**config.mk**
```make
export PLATFORM = sky130hd
export DESIGN_NAME = forward_unit
export DESIGN_NICKNAME = d
export VERILOG_FILES = /design/src/rtl/forward_unit.sv
export SDC_FILE = /design/constraint.sdc
export NUM_CORES = 1
export LEC_CHECK = 0
export CAP_MARGIN = 10
export CORE_ASPECT_RATIO = 0.8
export CORE_UTILIZATION = 51
export CTS_CLUSTER_SIZE = 16
export DETAILED_ROUTE_END_ITERATION = 7
export HOLD_SLACK_MARGIN = 0.06
export MAX_ROUTING_LAYER = met4
export PLACE_DENSITY = 0.87
export SLEW_MARGIN = 25
export SYNTH_ARGS = -nofsm -noshare
export SYNTH_HDL_FRONTEND = slang
export SYNTH_SLANG_ARGS = --single-unit
```
**constraint.sdc**
```tcl
create_clock -name clk -period 5 [get_ports clk]
set_clock_uncertainty 0.15 [all_clocks]
set_input_delay 0.75 -clock clk [delete_from_list [all_inputs] [get_ports clk]]
set_output_delay 0.75 -clock clk [all_outputs]
set_load 0.02 [all_outputs]
```
**src/rtl/forward_unit.sv**
```systemverilog
// EX-stage operand forwarding and load-use hazard detection for a 5-stage pipeline.
// Tracks {valid, rd, regwrite, memread} through EX/MEM/WB and registers mux selects for EX.
module forward_unit #(
  parameter int REG_BITS = 5,
  parameter int CNT_BITS = 16
) (
  input  logic                clk,
  input  logic                reset,
  input  logic                id_valid,
  input  logic [REG_BITS-1:0] id_rn,
  input  logic [REG_BITS-1:0] id_rm,
  input  logic                id_use_rn,
  input  logic                id_use_rm,
  input  logic [REG_BITS-1:0] id_rd,
  input  logic                id_regwrite,
  input  logic                id_memread,
  input  logic                flush,
  output logic [1:0]          fwd_a,
  output logic [1:0]          fwd_b,
  output logic                stall,
  output logic [CNT_BITS-1:0] stall_count
);

  localparam logic [REG_BITS-1:0] ZERO_REG = '1;

  // Stage records: _p0 = EX, _p1 = MEM, _p2 = WB
  logic                vld_p0, regwrite_p0, memread_p0;
  logic                vld_p1, regwrite_p1, memread_p1;
  logic                vld_p2, regwrite_p2, memread_p2;
  logic [REG_BITS-1:0] rd_p0, rd_p1, rd_p2;

  logic       ex_prod, mem_prod, take;
  logic [1:0] fwd_a_nxt, fwd_b_nxt;

  function automatic logic [CNT_BITS-1:0] sat_inc(input logic [CNT_BITS-1:0] v);
    sat_inc = (v == '1) ? v : v + CNT_BITS'(1);
  endfunction

  // EX/MEM result wins over MEM/WB when both hold the register.
  function automatic logic [1:0] pick_src(
    input logic                use_src,
    input logic [REG_BITS-1:0] src,
    input logic                ex_p,
    input logic [REG_BITS-1:0] ex_rd,
    input logic                mem_p,
    input logic [REG_BITS-1:0] mem_rd
  );
    pick_src = 2'b00;
    if (use_src && (src != ZERO_REG)) begin
      if (ex_p && (ex_rd == src))        pick_src = 2'b01;
      else if (mem_p && (mem_rd == src)) pick_src = 2'b10;
    end
  endfunction

  always_comb begin
    ex_prod   = vld_p0 && regwrite_p0 && (rd_p0 != ZERO_REG);
    mem_prod  = vld_p1 && regwrite_p1 && (rd_p1 != ZERO_REG);
    stall     = id_valid && !flush && ex_prod && memread_p0 &&
                ((id_use_rn && (id_rn == rd_p0)) || (id_use_rm && (id_rm == rd_p0)));
    take      = id_valid && !stall && !flush;
    fwd_a_nxt = 2'b00;
    fwd_b_nxt = 2'b00;
    if (take) begin
      fwd_a_nxt = pick_src(id_use_rn, id_rn, ex_prod, rd_p0, mem_prod, rd_p1);
      fwd_b_nxt = pick_src(id_use_rm, id_rm, ex_prod, rd_p0, mem_prod, rd_p1);
    end
  end

  // Decode -> EX -> MEM -> WB control, selects and stall counter
  always_ff @(posedge clk or negedge reset) begin
    if (!reset) begin
      vld_p0      <= 1'b0;
      regwrite_p0 <= 1'b0;
      memread_p0  <= 1'b0;
      vld_p1      <= 1'b0;
      regwrite_p1 <= 1'b0;
      memread_p1  <= 1'b0;
      vld_p2      <= 1'b0;
      regwrite_p2 <= 1'b0;
      memread_p2  <= 1'b0;
      fwd_a       <= 2'b00;
      fwd_b       <= 2'b00;
      stall_count <= '0;
    end else begin
      vld_p0      <= take;
      regwrite_p0 <= id_regwrite;
      memread_p0  <= id_memread;
      vld_p1      <= vld_p0;
      regwrite_p1 <= regwrite_p0;
      memread_p1  <= memread_p0;
      vld_p2      <= vld_p1;
      regwrite_p2 <= regwrite_p1;
      memread_p2  <= memread_p1;
      fwd_a       <= fwd_a_nxt;
      fwd_b       <= fwd_b_nxt;
      if (stall) stall_count <= sat_inc(stall_count);
    end
  end

  // Register indices are qualified by the valid bits, so they need no reset
  always_ff @(posedge clk) begin
    rd_p0 <= id_rd;
    rd_p1 <= rd_p0;
    rd_p2 <= rd_p1;
  end

endmodule

```
# Yosys cells after proc, flatten, opt, wreduce, memory -nomap -nowiden
# Cells that the tools add are included.
[op_classes]
add_sub_neg = 1
eq_ne = 11
mux = 8
bitwise = 1
n_reduce_logical = 22
[op_table]
columns = ["operator", "count"]
rows = [
  ["5-bit equality test", 6],
  ["5-bit inequality test (second input constant)", 4],
  ["1-bit logical AND", 18],
  ["16-bit by 1-bit adder with 16-bit output (second input constant)", 1],
  ["16-bit equality test (second input constant)", 1],
  ["2-bit two-way mux", 8],
  ["1-bit zero test", 2],
  ["2-bit AND reduction", 1],
  ["1-bit logical OR", 1],
  ["1-bit NOT", 1],
]
[word_totals]
register_bits = 35
inputBits = 23
output_inout_bits = 21

# Logic depth before layout (Yosys ltp)
# Gate-level depths: netlist of run 1.
[depth]
depth_word = 9
ltp_mapped = 7
mapped_depth_nobuf = 6

# Worst setup path before layout of run 1
# No wires, ideal clock.
[synth_path]
kind = "input to output"
from = "in id_rn[3]"
to = "out stall"
arrival_ns = 1.587
required_time_ns = 4.100
setup_slack_ns = 2.513
stages = 5
path_cell_list = "xnor2_1 -> nand3_1 -> a2bb2o_4 -> buf_6 -> and2_1"
[synth_via]
elab_chain_len = 4
[synth_rtl]
columns = ["element", "line_no", "source"]
rows = [
  ["from (decl)", "10", "input logic [REG_BITS-1:0] id_rn,"],
  ["5-bit equality test", "59", "((id_use_rn && (id_rn == rd_p0)) || (id_use_rm && (id_rm == rd_p0)));"],
  ["1-bit logical AND", "59", ""],
  ["1-bit logical OR", "59", ""],
  ["1-bit logical AND", "58", "stall = id_valid && !flush && ex_prod && memread_p0 &&"],
  ["to (decl)", "20", "output logic stall,"],
]
# No other way between the ends.

# Final worst setup path of run 1
[layout_path]
from = "in id_rn[0]"
to = "out stall"
# Same word-level chain as after synthesis.

==> results.cfg, run 1 <==
[power_and_ir_drop]
power_switching_uw = 139.8
vdd.ir_drop.worst_mv = 0.2050
switching_share = 0.2377
design_internal_power_uw = 448.4
static-leakage-power_nw = 0.8857
p_comb_frac = 0.091
seqPwrFrac = 0.504
power-per-cell-area_nw_per_um2 = 264.7
power_frac_clock = 0.406

[timing]
slew_headroom = 0.5861
period_share = 0.7356
fin_ws_ns = 1.322
max_slew.worst_pin.slew_ns = 0.6194
max_freq_ghz = 0.2719
tns_ns = 0
count_of_endpoints_failing_hold_in_the_final_timing_report = 0
final_period_minus_worst_setup_slack_ns = 3.678
final-setup-viol-count = 0
grt_setup_unrepaired = no
final-max-slew-violation-count = 0

[floorplan]
row_count = 18
dieWidth_um = 65.77
chipHeight_um = 53.02
design.core.area_um2 = 3085
starting_density = 0.5377
design.die.area_um2 = 3487
boundaryPins = 44

[synthesis]
synth_area_leaders = sky130_fd_sc_hd__dfrtp_1 (38%), sky130_fd_sc_hd__xnor2_1 (13%), sky130_fd_sc_hd__dfxtp_1 (12%)
synth_largest_type_area_fraction = 0.3771
synth_top_family_by_area = simple AND/OR/NAND/NOR gates
yosysUniqueCellTypes = 32
synth-async-reset-ratio = 0.7143
post_synth_and_or_nand_nor_area_fraction = 0.2436
syn-num-nets = 174
netlist_area_pre_place_um2 = 1659
ys.warnings.count = 0
synth-xor-area-share = 0.1795
avg_inst_size_synth_um2 = 11.06
synth_enable_flop_cells = 0
synth_compound_area_frac = 0.04148
commonest_cells_in_the_synthesized_netlist = sky130_fd_sc_hd__dfrtp_1 (25), sky130_fd_sc_hd__xnor2_1 (24), sky130_fd_sc_hd__nand3_1 (17), sky130_fd_sc_hd__dfxtp_1 (10), sky130_fd_sc_hd__xor2_1 (10)
postSynthCellCount = 150
synth_top_flop_cell = sky130_fd_sc_hd__dfrtp_1
synth.most_common_cell = sky130_fd_sc_hd__dfrtp_1
synth_seq_cells = 35
seq_area_frac_synth = 0.4977
synth_top_cell_by_area = sky130_fd_sc_hd__dfrtp_1
post_synthesis_adder_cell_area_fraction = 0.007541
share_of_synthesized_area_spent_on_multiplexers = 0.01282

[global_route]
global_route.usage.met2 = 0.4065
groute.layer.met1.usage = 0.3022
grt_antenna_before_repair = 0
gr-total-overflow = 0
first_global_vias = 1287
grt_start_max_net_pins = 26
grt_util_all_layers = 0.2466
wire_length_of_the_first_global_routing_pass_um = 5961
grt_most_used_layer = met2
use_met3 = 0.06466

[clock_network]
post-cts-setup-buffers = 0
htree_num_levels = 2
worstSkewPairLatency_ns = 0.30
number_of_buffers_added_to_fix_hold_violations_after_cts = 0
cts_buffer_depth = 2
cts.root.buffer_cell = sky130_fd_sc_hd__clkbuf_8
cts.sinks = 35
clkTransAtPathRegs_ns = 0.07
ctsResizeCount = 0
tritoncts = built
cts_buffers = 5

[routing]
vias = 1361
vias_per_cell = 5.718
wirelength_um = 3686
routed_wire_length_per_instance_um = 15.49
drt_drc_violations_left = 0
drt.antenna.violating_nets = 0
drt_pass1_iterations = 4
drt_iter0_drc = 71

[setup_path]
setup.worst_path.class = input port to output port
critPathMaxFanout = 18
worst-endpoint-required_ns = 4.10
crit_arrival_ns = 2.78
setup.worst_path.start_class = input port
end_kind = output port

[status]
status = finished clean

[placement]
numPortBuffers = 43
dpl_worst_slack_ns = 1.341
place_hpwl_um = 2850
gp_congestion = 1.005

[min_path]
worst_hold_path_type = flip-flop to flip-flop

[finish]
post_route_cells_drive_above_1_share = 0.08586
num-nets-final = 221
antenna_cell_count = 0
area_delta_synth_final_pct = 33.94

[job]
max_cap_violations = 0
==> cell type report <==
cell class                      instances  area (um2)
Clock buffer                            6       93.84
Multi-Input combinational cell        110       804.5
Fill cell                             188       863.3
Inverter                                2       7.507
Timing Repair Buffer                   43       425.4
Tap cell                               40       50.05
Sequential cell                        35       825.8
Clock inverter                          2       15.01
==> sequential cells by signal, summed over array words and instances, names as in the netlist, 2 cells and up <==
signal and count:
fwd_a 2, rd_p1 5, stall_count 16, fwd_b 2, rd_p0 5
==> critical path, cell delays in order <==
cell	delay [ns]
sky130_fd_sc_hd__clkdlybuf4s50_1	0.53
sky130_fd_sc_hd__xnor2_1	0.14
sky130_fd_sc_hd__nand3_1	0.17
sky130_fd_sc_hd__a2bb2o_4	0.37
sky130_fd_sc_hd__and2_1	0.19
sky130_fd_sc_hd__clkdlybuf4s50_1	0.61
==> cells by family (layout without fill, tap and decap cells) <==
| group | Yosys count | in the layout |
|---|---|---|
| and+or+nand+nor | 66 | 66 |
| DFF | 35 | 35 |
| xor gates and xnor gates | 34 | 34 |
| AOI/OAI and AO/OA | 7 | 7 |
| buffers and inverters | 5 | 53 |
| muxes | 2 | 2 |
| adders and majority gates | 1 | 1 |
==> per-stage QoR <==
stage          hold slack (ns)  utilization  cell area [um2]  total power, mW  instances
2_1_floorplan           0.1961            -             1659           0.3250        150
3_3_place_gp            0.1995       0.6865             2118           0.3535        230
3_5_place_dp            0.2062       0.6849             2113           0.3555        230
4_1_cts                 0.2312       0.7202             2222           0.5892        238
5_1_grt                 0.2414       0.7202             2222           0.6100        238
6_report                0.2396       0.7202             2222           0.5882        238
==> cells in the final DEF, fill, tap and decap left out, drive strengths merged <==
cell type,count
o211ai,2
nor3,5
nand4b,1
mux2,1
xnor2,24
a2bb2o,1
nor4bb,1
o21ai,2
buf,1
clkdlybuf4s50,42
dfrtp,25
and4bb,1
nand3,17
and4,5
and3,5
nor2b,3
and2,2
nand2,8
clkbuf,6
nand4,7
a221o,2
nor3b,2
and3b,1
inv,4
nor4,3
ha,1
mux2i,1
xor2,10
dfxtp,10
nor2,5
==> power by group through the flow <==
stage	clock (mW)	sequential (mW)	combinational [mW]
after detailed placement	0	0.302	0.0538
after floorplan	0	0.300	0.0253
after global routing	0.255	0.297	0.0583
final	0.239	0.296	0.0533
after global placement	0	0.301	0.0521
after CTS	0.239	0.296	0.0539
==> per-layer routing <==
metal | vias to the layer above | routed length [um]
li1 | 630 | -
met1 | 684 | 1599
met2 | 41 | 1859
met3 | 6 | 169
met4 | 0 | 56
met5 | - | 0
==> final timing paths <==
check	from	end	slack [ns]	cells past startpoint
min in group asynchronous	reset	stall_count[13]	0.27	1
setup reg to reg	stall_count[0]	stall_count[14]	2.67	6
hold reg to reg	regwrite_p0	regwrite_p1	0.24	0
setup / recovery	id_rn[0]	stall	1.32	6
max in group asynchronous	reset	stall_count[9]	4.07	1
hold / removal	regwrite_p0	regwrite_p1	0.24	0
(Power assumes the default switching activity.)
==> inputs of run 2 (changes only) <==
CORE_UTILIZATION = 48   (was 51)
PLACE_DENSITY = 0.83   (was 0.87)
clock period = 3.52 ns   (was 5 ns; I/O delays follow)
==> run 2 against run 1 <==
  * Final cell count up 0.42%
  * Sequential power up 42%
  * Sequential cell count unchanged
  * Die area up 6.0%
  * Via count down 0.81%
  * Sequential share of layout area up 0.063 points
  * Largest power group unchanged
  * Highest routed layer unchanged
==> results.cfg, run 2 (same netlist as run 1, synthesis figures left out) <==
[setup_path]
crit_arrival_ns = 2.60
worstPathCellList = clkdlybuf4s50_1, xor2_1, nor3_2, a2bb2o_4, and2_1, clkdlybuf4s50_1
timing.critical_path.mode_cell = sky130_fd_sc_hd__clkdlybuf4s50_1
end_kind = output port
timing.critical_path.slowest_cell_delay_ns = 0.63
worst-endpoint-required_ns = 2.84
path_delay_family = buffers and inverters
path_depth = 6
critPathBufInv = 2
crit_slowest_cell = sky130_fd_sc_hd__clkdlybuf4s50_1
ff2ff_setup_slack_ns = 1.09
worst_r2r_path_depth = 6
setup.worst_path.class = input port to output port
critPathMaxFanout = 18
setup.worst_path.start_class = input port

[clock_network]
ctsResizeCount = 0
clkTransAtPathRegs_ns = 0.08
cts_buffers = 5
htree_num_levels = 2
cts.sinks = 35
cts.root.buffer_cell = sky130_fd_sc_hd__clkbuf_8
post-cts-setup-buffers = 0
tritoncts = built
worstSkewPairLatency_ns = 0.29
number_of_buffers_added_to_fix_hold_violations_after_cts = 0
cts_buffer_depth = 2

[timing]
max_slew.worst_pin.slew_ns = 0.6298
final-max-slew-violation-count = 0
final-setup-viol-count = 0
grt_setup_unrepaired = no
slew_headroom = 0.5792
tns_ns = 0
max_freq_ghz = 0.3054
period_share = 0.9301
hold_ws_ns = 0.07075
final_period_minus_worst_setup_slack_ns = 3.274
count_of_endpoints_failing_hold_in_the_final_timing_report = 0

[finish]
num-nets-final = 222
layout_common_cells = sky130_fd_sc_hd__clkdlybuf4s50_1 (42), sky130_fd_sc_hd__dfrtp_1 (25), sky130_fd_sc_hd__xnor2_1 (24)
layout_top_registers = stall_count x16, rd_p0 x5, rd_p1 x5
largest_reg_flops = 16
post_route_cells_drive_above_1_share = 0.09045
most_frequent_standard_cell_in_the_layout_excluding_fill_and_tap_cells = sky130_fd_sc_hd__clkdlybuf4s50_1
fillCellCount = 231
multi_input_combinational_cell_area_um2 = 804.5
area_delta_synth_final_pct = 33.71
largest_register = stall_count
final_cell_count_no_fill = 239
antenna_cell_count = 0
sequential_cell_area_um2 = 825.8

[routing]
routed_wire_length_per_instance_um = 16.67
vias_per_cell = 5.649
wirelength_um = 3984
drt_pass1_iterations = 4
drt_iter0_drc = 73
drt.antenna.violating_nets = 0
drt_drc_violations_left = 0
vias = 1350

[floorplan]
boundaryPins = 44
starting_density = 0.5188
design.die.area_um2 = 3697
dieWidth_um = 67.73
chipHeight_um = 54.59
design.core.area_um2 = 3198
row_count = 18

[placement]
gp_congestion = 0.9442
numPortBuffers = 43
placed_cells = 231
place_hpwl_um = 2967

[power_and_ir_drop]
vdd.ir_drop.worst_mv = 0.2708
power-per-cell-area_nw_per_um2 = 365.5
post-layout-total-power_uw = 810.8
static-leakage-power_nw = 0.8856

[global_route]
first_global_vias = 1308
wire_length_of_the_first_global_routing_pass_um = 6327
gr-total-overflow = 0
grt_util_all_layers = 0.2511
grt_antenna_before_repair = 0
grt_start_max_net_pins = 26

[job]
max_cap_violations = 0

[min_path]
worst_hold_path_type = input port to async pin

[status]
status = finished clean
## run 2: cell types whose count changed in the layout (fill, tap and decap cells not counted)
cell	previous run	this run
sky130_fd_sc_hd__buf_4	0	1
sky130_fd_sc_hd__clkbuf_16	1	0
sky130_fd_sc_hd__clkbuf_8	5	6
sky130_fd_sc_hd__clkinv_4	0	1
sky130_fd_sc_hd__inv_6	1	0
## run 2: metrics by stage
stage	instance area, um2	setup WS, ns	utilization
after floorplan	1659	1.477	-
after global placement	2126	0.3639	0.6647
after detailed placement	2126	0.2525	0.6647
after CTS	2223	0.2454	0.6952
after global routing	2218	0.1349	0.6937
final	2218	0.2461	0.6937
## run 2: worst paths after layout
kind,from,to
min in group clk,vld_p0,vld_p1
max in group asynchronous,reset,stall_count[14]
hold / removal,reset,stall_count[13]
setup reg to reg,stall_count[0],stall_count[14]
hold reg to reg,vld_p0,vld_p1
setup / recovery,id_rm[2],stall
## run 2: area by class of cell
cell class | count | share of cell area
flip-flops and latches | 35 | 0.3723
clock inverters | 2 | 0.006768
clock buffers | 6 | 0.03723
repair buffers | 44 | 0.1951
well taps | 40 | 0.02256
multi-input cells | 110 | 0.3627
inverters | 2 | 0.003384
## run 2: power breakdown
group | switching [mW] | total (mW) | internal [mW]
Clock | 0.153 | 0.313 | 0.160
Combinational | 0.0345 | 0.0768 | 0.0423
Sequential | 0.0109 | 0.421 | 0.410
## run 2: routing by layer
| metal | up-vias | global-route usage | part of all wire |
|---|---|---|---|
| li1 | 630 | - | - |
| met1 | 660 | 0.3051 | 0.43 |
| met2 | 49 | 0.4043 | 0.49 |
| met3 | 11 | 0.06250 | 0.051 |
| met4 | 0 | 0.09574 | 0.023 |
| met5 | - | - | 0 |
